--- src/rtl/word_serializer_pkg.sv ---
// word_serializer_pkg: shared modulator constants and serializer state encoding
package word_serializer_pkg;
  localparam int DATA_W_DEF = 32;
  localparam int DIV_W_DEF = 16;
  localparam logic IDLE_LEVEL_DEF = 1'b0;
  typedef enum logic {
    IDLE  = 1'b0,
    SHIFT = 1'b1
  } state_t;
endpackage

--- src/rtl/word_serializer_bit_period_cnt.sv ---
// bit_period_cnt: period counter 0..limit with synchronous clear and end-of-period tick
module bit_period_cnt #(
  parameter int W = 16
) (
  input  logic         clk,
  input  logic         reset,
  input  logic         clear,
  input  logic         en,
  input  logic [W-1:0] limit,
  output logic [W-1:0] count,
  output logic         tick
);
  assign tick = en && (count == limit);
  // count up while enabled, wrap to zero at the end of each period
  always_ff @(posedge clk)
    if (reset || clear) count <= '0;
    else if (en) count <= tick ? '0 : count + 1'b1;
endmodule

--- src/rtl/word_serializer.sv ---
// word_serializer: loads a word and shifts it out one bit per programmable period
module word_serializer
  import word_serializer_pkg::*;
#(
  parameter int   DATA_W     = DATA_W_DEF,
  parameter int   DIV_W      = DIV_W_DEF,
  parameter logic IDLE_LEVEL = IDLE_LEVEL_DEF
) (
  input  logic              clk,
  input  logic              reset,
  input  logic [DATA_W-1:0] data_in,
  input  logic              load,
  input  logic [DIV_W-1:0]  div,
  input  logic              msb_first,
  output logic              ready,
  output logic              busy,
  output logic              bit_out,
  output logic              bit_strobe,
  output logic              done
);
  localparam int CW = $clog2(DATA_W);
  state_t state, state_n;
  logic [DATA_W-1:0] shreg, shreg_n;
  logic [CW-1:0] bcnt, bcnt_n;
  logic [DIV_W-1:0] div_q, div_n, pcnt;
  logic msb_q, msb_n, bit_n, strobe_n, done_n, tick, last;
  assign ready = state == IDLE;
  assign busy = state == SHIFT;
  assign last = bcnt == CW'(DATA_W - 1);
  bit_period_cnt #(.W(DIV_W)) u_period (
    .clk  (clk),
    .reset(reset),
    .clear(state == IDLE),
    .en   (state == SHIFT),
    .limit(div_q),
    .count(pcnt),
    .tick (tick)
  );
  // next state: latch a word on load, advance one bit per period tick, finish after the last bit
  always_comb begin
    state_n = state;
    shreg_n = shreg;
    bcnt_n = bcnt;
    div_n = div_q;
    msb_n = msb_q;
    bit_n = bit_out;
    strobe_n = 1'b0;
    done_n = 1'b0;
    if (state == IDLE) begin
      if (load) begin
        state_n = SHIFT;
        div_n = div;
        msb_n = msb_first;
        bcnt_n = '0;
        bit_n = msb_first ? data_in[DATA_W-1] : data_in[0];
        shreg_n = msb_first ? data_in << 1 : data_in >> 1;
        strobe_n = 1'b1;
      end
    end else if (tick) begin
      if (last) begin
        state_n = IDLE;
        bit_n = IDLE_LEVEL;
        done_n = 1'b1;
      end else begin
        bcnt_n = bcnt + 1'b1;
        bit_n = msb_q ? shreg[DATA_W-1] : shreg[0];
        shreg_n = msb_q ? shreg << 1 : shreg >> 1;
        strobe_n = 1'b1;
      end
    end
  end
  // register all state and outputs; reset aborts any word in flight
  always_ff @(posedge clk)
    if (reset) begin
      state <= IDLE;
      shreg <= '0;
      bcnt <= '0;
      div_q <= '0;
      msb_q <= 1'b0;
      bit_out <= IDLE_LEVEL;
      bit_strobe <= 1'b0;
      done <= 1'b0;
    end else begin
      state <= state_n;
      shreg <= shreg_n;
      bcnt <= bcnt_n;
      div_q <= div_n;
      msb_q <= msb_n;
      bit_out <= bit_n;
      bit_strobe <= strobe_n;
      done <= done_n;
    end
endmodule

--- config.mk ---
export PLATFORM = sky130hd
export DESIGN_NAME = word_serializer
export DESIGN_NICKNAME = d
export VERILOG_FILES = /design/src/rtl/word_serializer_pkg.sv /design/src/rtl/word_serializer_bit_period_cnt.sv /design/src/rtl/word_serializer.sv
export SDC_FILE = /design/constraint.sdc
export NUM_CORES = 1
export LEC_CHECK = 0
export CAP_MARGIN = 0
export CORE_ASPECT_RATIO = 0.5
export CORE_MARGIN = 2
export CORE_UTILIZATION = 59
export DETAILED_ROUTE_END_ITERATION = 6
export MAX_ROUTING_LAYER = met4
export PLACE_DENSITY = 0.86
export SLEW_MARGIN = 20
export SYNTH_ARGS = -nofsm -noshare
export SYNTH_HDL_FRONTEND = slang
export SYNTH_HIERARCHICAL = 1
export SYNTH_SLANG_ARGS = --single-unit
--- constraint.sdc ---
create_clock -name clk -period 4.5 [get_ports clk]
set_input_delay 1.125 -clock clk [delete_from_list [all_inputs] [get_ports clk]]
set_output_delay 1.125 -clock clk [all_outputs]
set_load 0.005 [all_outputs]
Word level (Yosys, flattened, before mapping)
Index checks and enable logic that the tools add are counted.

Register bits: 74. Input port bits: 52. Output and inout port bits: 5. Logic and storage cells: 48.

$add $sub $neg: 2. Equality and inequality tests: 4. Multiplexer cells: 24. Bitwise operators: 2. Reductions and logical operators: 7.

Operators by type and width (count): 32-bit two-way mux (6); 5-bit two-way mux (4); 16-bit by 1-bit adder with 16-bit output, second input constant (1); 16-bit == test (1); 16-bit two-way mux (1); 1-bit two-way mux (13); 5-bit by 1-bit adder with 5-bit output, second input constant (1); 5-bit == test, second input constant (1); 2-bit AND reduction (2); 3-bit AND reduction (1); 3-bit OR reduction (1); 2-bit by 1-bit != test with 1-bit output, second input constant (1); 2-bit != test, second input constant (1); 1-bit inverter (2); 2-bit nonzero test (1); 1-bit logical AND (1); 1-bit logical OR (1).

Depth between registers and ports, before layout
Gate-level depths: netlist of run 1.

Word-level depth: 4. Gate-level depth with buffers: 10. Mapped depth without buffers: 7.

Hierarchy
The synthesis of run 1 kept the hierarchy.

Modules (own cells, without submodules): word_serializer (times used 1, cells each 337, area an instance 2992.9 sq um, seq. area each 1161.1 sq um); bit_period_cnt (times used 1, cells each 113, area an instance 1028.5 sq um, seq. area each 320.3 sq um).

Least setup slack after synthesis of run 1
Ideal clock, no wire load.

Kind: reg2reg. From: register u_period.count[2]. To: register shreg[29]. Library setup time: 0.117 ns. Arrival: 2.316 ns. Slack: 2.066 ns. Cell stages (with the launch flop): 11. Buffers on the path: 3. Path through: dfxtp_1 -> clkbuf_2 -> xor2_1 -> nor4_1 -> nand2_1 -> nor4b_1 -> and3b_1 -> buf_4 -> nor3_2 -> buf_4 -> a32o_1.

Word-level cells in the longest chain between the ends: 4.

RTL lines: start: declaration (RTL line word_serializer_bit_period_cnt.sv:10) `output logic [W-1:0] count,`; start signal: assignment (RTL line word_serializer_bit_period_cnt.sv:17) `else if (en) count <= tick ? '0 : count + 1'b1;`; 16-bit == test (RTL line word_serializer_bit_period_cnt.sv:13) `assign tick = en && (count == limit);`; 1-bit logical AND (RTL line word_serializer_bit_period_cnt.sv:13); net tick (RTL line word_serializer.sv:26) `logic msb_q, msb_n, bit_n, strobe_n, done_n, tick, last;`; 2-bit by 1-bit != test with 1-bit output (no source line); 3-bit AND reduction (no source line); end signal: assignment (RTL line word_serializer.sv:85) `shreg <= shreg_n;`; end: declaration (RTL line word_serializer.sv:23) `logic [DATA_W-1:0] shreg, shreg_n;`.

The timed path passes the listed nets, and every way through them passes these cells. A chain may end at the register's enable or synchronous reset.

Final worst setup path of run 1
From: register state (netlist: busy). To: output port busy.

RTL lines: start: declaration (RTL line word_serializer.sv:22) `state_t state, state_n;`; start signal: assignment (RTL line word_serializer.sv:84) `state <= state_n;`; end: declaration (RTL line word_serializer.sv:16) `output logic busy,`.

No word-level cell between the ends.

==> metrics, run 1 <==
Net Sw Frac between 20 and 30%; post_cts resized 0; R2R Path End shreg[4]$_SDFFE_PP0P_; Post-Synthesis Cells 450; Fin Hold WS 0.4660 ns; clock network power share between 40% and 50%; required time worst endpoint around 3.4 ns; share of cells above drive strength 1 about 8.3%; cell with the most instances after synthesis nand2_1; Power Density 346.5 mW/mm^2; # Max-Cap Violations 0; DRC violations left 0; syn avg cell area 8.936 sq um; setup bufs post-CTS 0; GPL Wtd Cong slightly above 0.8; core footprint ~0.0066 sq mm; post-synthesis register bit count 74; area share of the largest cell type after synthesis between 30 and 40%; FF-to-FF Start u_period/count[11]$_SDFFE_PP0P_; largest net degree at the start of global routing between 40 and 50; initial antenna violation count 0; I/O pins 57; Seq/Total Area, Yosys between 30% and 40%; Slew Limit Fails 0; Synthesized Nets just over 500; Ant. Diodes 0; Clock transition at path regs approximately 0.05 ns; Slew Limit Headroom around a third; DIE AREA 0.007532 sq mm; Initial Utilization between 60% and 70%; P&R area growth vs syn 19.42%; Comb pwr share 15.0%; arrival time worst endpoint slightly above 2 ns; Die Wd 120.8 microns; first-pass GRT wire length 14420 microns; Yosys cell types 46; LEAKAGE about 1.8 nW; Final setup viols 0; Min-Delay Startpoint div_q[10]$_SDFFE_PP0P_; PortBufs 56; number of global-route vias before repair 3083; final instance area about 0.0048 sq mm; first drt pass iteration count 5; Routed Antenna Nets 0; num rows 21; DR iter-0 viols 295; Wirelength per Cell approximately 15 microns; power share of the sequential group between 40% and 50%; P_int between 1 and 1.5 mW; Least-Margin Pin Slew 0.9765 ns; H-tree Lvls 3; Tot GR Track Use between 20% and 30%; clk buf depth 2; Critical Path Source Type flop; Yosys top cell by area dfxtp_1; setup TNS 0 ns; Post-DP HPWL 5695 microns; Syn Std Cell Area about 0.004 sq mm; vias per cell roughly 5.7; hold buffer count at CTS 0; die span in y slightly above 60 microns; RSZ-0062 raised after global routing false; fin crit period 3.186 ns; Num CTS Buffers 9; Vias about 3300; GRT Residual Overflow 0; CP Max Fanout 42; CTS tree done; placed cell area between 0.004 and 0.005 sq mm; Psw ~430 uW; Hold Path Class flop to flop; EDFF count, synth 0; final hold violations 0; synthesis warning total 6; status complete, no violations; Max rail drop VDD between 0.15 and 0.2 mV; part of the cycle the worst path needs a little over two thirds; top post-synthesis cells by count 106 x nand2_1, 74 x dfxtp_1, 61 x mux2i_1; worst clock skew 0.006225 ns; Crit Path Class flop to primary output; R2R setup slack approximately 1.7 ns; # clock sinks 74; Post-layout nets around 540; WHS Path Cells 2; worst skew pair latency 0.34 ns; Peak Freq ~0.31 GHz; top_reg_cell synth dfxtp_1; FFs w/ async S/R, synth 0%; Worst Setup SP busy$_SDFF_PP0_; CP Capture Type primary output; fill count approximately 500; R2R cell count 8; Hold EP div_q[10]$_SDFFE_PP0P_; Root Buffer clkbuf_16; final wirelength 8629 microns; Final Power between 1.5 and 2 mW; synth top area cells dfxtp_1 37%, mux2i_1 15%, nand2_1 9.9%, a32o_1 7.5%, xor2_1 5.0%
==> cell families (layout without fill, tap and decap cells) <==
kind of cell | after synthesis | in the layout | synth area share, %
simple gates | 177 | 177 | 21.38
flops | 74 | 74 | 36.84
compound gates | 65 | 65 | 12.97
mux | 62 | 62 | 15.46
buf+inv | 38 | 80 | 5.662
xor+xnor | 31 | 31 | 6.752
fa+ha+maj | 3 | 3 | 0.9335
==> power by group through the flow <==
stage / registers [mW] / logic (mW) / clock network (mW)
2_1_floorplan: 0.728 / 0.181 / 0
3_3_place_gp: 0.744 / 0.242 / 0
3_5_place_dp: 0.746 / 0.247 / 0
4_1_cts: 0.732 / 0.250 / 0.686
5_1_grt: 0.738 / 0.275 / 0.722
6_report: 0.733 / 0.250 / 0.681
==> per-stage QoR <==
| step | util, % | setup WS (ns) | std cells |
|---|---|---|---|
| after floorplan | - | 2.066 | 450 |
| after global placement | 67.97 | 1.595 | 568 |
| after detailed placement | 67.97 | 1.575 | 568 |
| after CTS | 72.24 | 1.331 | 584 |
| after global routing | 72.24 | 1.218 | 584 |
| final | 72.24 | 1.314 | 584 |
==> state kept, by name, indices dropped and copies added (netlist names) <==
signal          flops
bcnt                5
bit_out             1
bit_strobe          1
busy                1
div_q              16
done                1
msb_q               1
shreg              32
u_period/count     16
==> critical path, cell delays in order, from the launching register on <==
cell,delay (ns)
dfxtp_1,0.65
buf_4,0.48
clkdlybuf4s50_1,0.58
==> area by class of cell <==
type	count	area (sq um)	share of cell area, %
multi-input cells	338	2312	48.15
flip-flops and latches	74	1483	30.88
repair buffers	62	600.6	12.51
clock buffers	14	274.0	5.706
well taps	92	115.1	2.397
clock inverters	2	10.01	0.2084
inverters	2	7.507	0.1563
==> how the worst max path moves through the flow <==
stage	endpoint	slack (ns)	depth (start not counted)
final	busy	1.31	2
after global routing	busy	1.22	2
after CTS	busy	1.33	2
after detailed placement	shreg[4]$_SDFFE_PP0P_	1.58	5
after global placement	shreg[18]$_SDFFE_PP0P_	1.59	5
after floorplan	shreg[29]$_SDFFE_PP0P_	2.07	10
==> layer usage <==
metal / part of all wire (%) / track usage [%] / wire, microns / vias up
li1: - / - / - / 1688
met1: 44 / 29.61 / 3824 / 1554
met2: 50 / 40.54 / 4272 / 92
met3: 5.0 / 7.755 / 431 / 10
met4: 1.2 / 7.267 / 100 / 0
met5: 0 / - / 0 / -
==> placed cells by master, fill, tap and decap left out, drive strengths merged, types with 2 or more instances in the layout <==
cell / count
and4b: 2
inv: 2
clkdlybuf4s50: 55
nor2b: 2
a21oi: 26
nor3: 22
or3: 2
clkbuf: 14
xnor2: 8
or2: 2
nand2: 106
a32o: 30
nand3: 9
nand4: 6
dfxtp: 74
xor2: 23
clkinv: 2
mux2i: 61
ha: 3
nor4: 7
nand2b: 3
nor2: 10
nand3b: 2
buf: 7
No activity file was read; power rests on OpenSTA's default activity.
==> inputs of run 2 (changes only) <==
CORE_UTILIZATION = 55   (was 59)
PLACE_DENSITY = 0.81   (was 0.86)
clock period = 3.3 ns   (was 4.5 ns; I/O delays follow)
==> metrics, run 2 (synthesized netlist as in run 1, its figures left out) <==
worst clock skew 0.007051 ns; Root Buffer clkbuf_16; R2R cell count 9; setup bufs post-CTS 0; R2R Path End shreg[9]$_SDFFE_PP0P_; fin crit period around 2.5 ns; status complete, no violations; commonest cells after routing, fill and taps aside 106 x nand2_1, 73 x dfxtp_1, 61 x mux2i_1; DR iter-0 viols between 200 and 300; Least-Margin Pin Slew approximately 0.8 ns; Critical Path Source Type flop; CP Capture Type flop; Cells after DPL 574; Slew Limit Fails 0; largest net degree at the start of global routing 44; share of cells above drive strength 1 9.457%; CTS tree done; max reg flops 32; I/O pins 57; fill count between 500 and 600; Initial Utilization slightly below 60%; # Max-Cap Violations 0; non-filler cells in the finished layout a little under 600; Routed Antenna Nets 0; DIE AREA roughly 0.0081 sq mm; # clock sinks 74; final hold violations 0; Tot GR Track Use 24.24%; required time worst endpoint ~3.5 ns; Die Wd roughly 120 microns; hold buffer count at CTS 0; DRC violations left 0; vias per cell about 5.7; GPL Wtd Cong ~0.82; PortBufs 56; die span in y 64.47 microns; Max rail drop VDD a little over 0.3 mV; num rows 21; R2R setup slack approximately 0.80 ns; Hold Path Class flop to flop; Top reg by flops shreg; Power Density 464.3 mW/mm^2; worst skew pair latency 0.34 ns; core footprint just under 0.007 sq mm; post_cts resized 0; Post-DP HPWL ~6000 microns; clk buf depth 2; Clock transition at path regs around 0.05 ns; H-tree Lvls 3; first drt pass iteration count 5; Num CTS Buffers 9; Slew Limit Headroom 46.65%; biggest regs shreg: 32 flops, div_q: 16 flops, u_period/count: 16 flops; Layout Utilization about 70%; Peak Freq between 0.3 and 0.4 GHz; Final Power 2.245 mW; RSZ-0062 raised after global routing false; Post-layout nets approximately 550; Final setup viols 0; P&R area growth vs syn 20.22%; Vias 3364; initial antenna violation count 0; final wirelength roughly 9000 microns; Crit Path Class flop to flop; Ant. Diodes 0; LEAKAGE 1.866 nW; FF-to-FF Start u_period/count[2]$_SDFFE_PP0P_; part of the cycle the worst path needs between 70% and 80%; Worst Setup SP u_period/count[2]$_SDFFE_PP0P_; first-pass GRT wire length around 15000 microns; Wirelength per Cell approximately 15 microns; CP Max Fanout 30; critical path capture point shreg[9]$_SDFFE_PP0P_; GRT Residual Overflow 0; most common cell after layout, fill and taps aside nand2_1; number of global-route vias before repair 3249; arrival time worst endpoint between 2 and 3 ns; setup TNS 0 ns
==> run 2: cell count changes in the layout (fill, tap and decap cells not counted) <==
cell and delta:
buf_4 +6, clkbuf_1 -1, clkbuf_8 -1, clkinv_2 +1
==> run 2: area by class of cell <==
type	instances	area, sq um	share of cell area [%]
clock inverter	3	15.01	0.3106
tap	92	115.1	2.381
sequential	74	1483	30.67
timing repair buffer	68	645.6	13.35
multi-input combinational	338	2312	47.83
clock buffer	12	256.5	5.305
inverter	2	7.507	0.1553
==> run 2: through the flow <==
stage	instance area [sq um]	setup slack [ns]	hold slack, ns
after floorplan	4021	0.8665	0.4478
after global placement	4563	0.8621	0.4578
after detailed placement	4563	0.8151	0.4615
after CTS	4835	0.7756	0.4685
after global routing	4835	0.5864	0.4853
final	4835	0.7958	0.4686
==> run 2: how the worst min path moves through the flow <==
stage / start / to / slack [ns] / depth (start not counted)
2_1_floorplan: div_q[0]$_SDFFE_PP0P_ / div_q[0]$_SDFFE_PP0P_ / 0.45 / 2
3_5_place_dp: div_q[7]$_SDFFE_PP0P_ / div_q[7]$_SDFFE_PP0P_ / 0.46 / 2
4_1_cts: div_q[7]$_SDFFE_PP0P_ / div_q[7]$_SDFFE_PP0P_ / 0.47 / 2
6_report: div_q[7]$_SDFFE_PP0P_ / div_q[7]$_SDFFE_PP0P_ / 0.47 / 2
5_1_grt: div_q[1]$_SDFFE_PP0P_ / div_q[1]$_SDFFE_PP0P_ / 0.49 / 2
3_3_place_gp: div_q[12]$_SDFFE_PP0P_ / div_q[12]$_SDFFE_PP0P_ / 0.46 / 2
==> run 2: worst max-delay path: stages, from the launching register on <==
cell and delay (ns):
dfxtp_1 0.36, xor2_1 0.19, nor4_1 0.28, nand2_1 0.11, nor4b_1 0.31, buf_4 0.19, and3b_1 0.38, nor3_2 0.07
buf_4 0.26, a32o_1 0.24
==> run 2: power breakdown <==
part	total (mW)	internal, mW	leakage (nW)	switching (mW)
registers	0.991	0.946	0.605	0.0452
logic	0.354	0.179	1.12	0.175
clock network	0.900	0.541	0.138	0.359
total	2.24	1.67	1.87	0.579
==> run 2: layer usage <==
metal / track usage (%) / vias up / wire length [microns]
li1: - / 1686 / -
met4: 6.806 / 0 / 102
met3: 8.423 / 12 / 452
met2: 39.28 / 84 / 4192
met1: 29.22 / 1582 / 4093
met5: - / - / 0
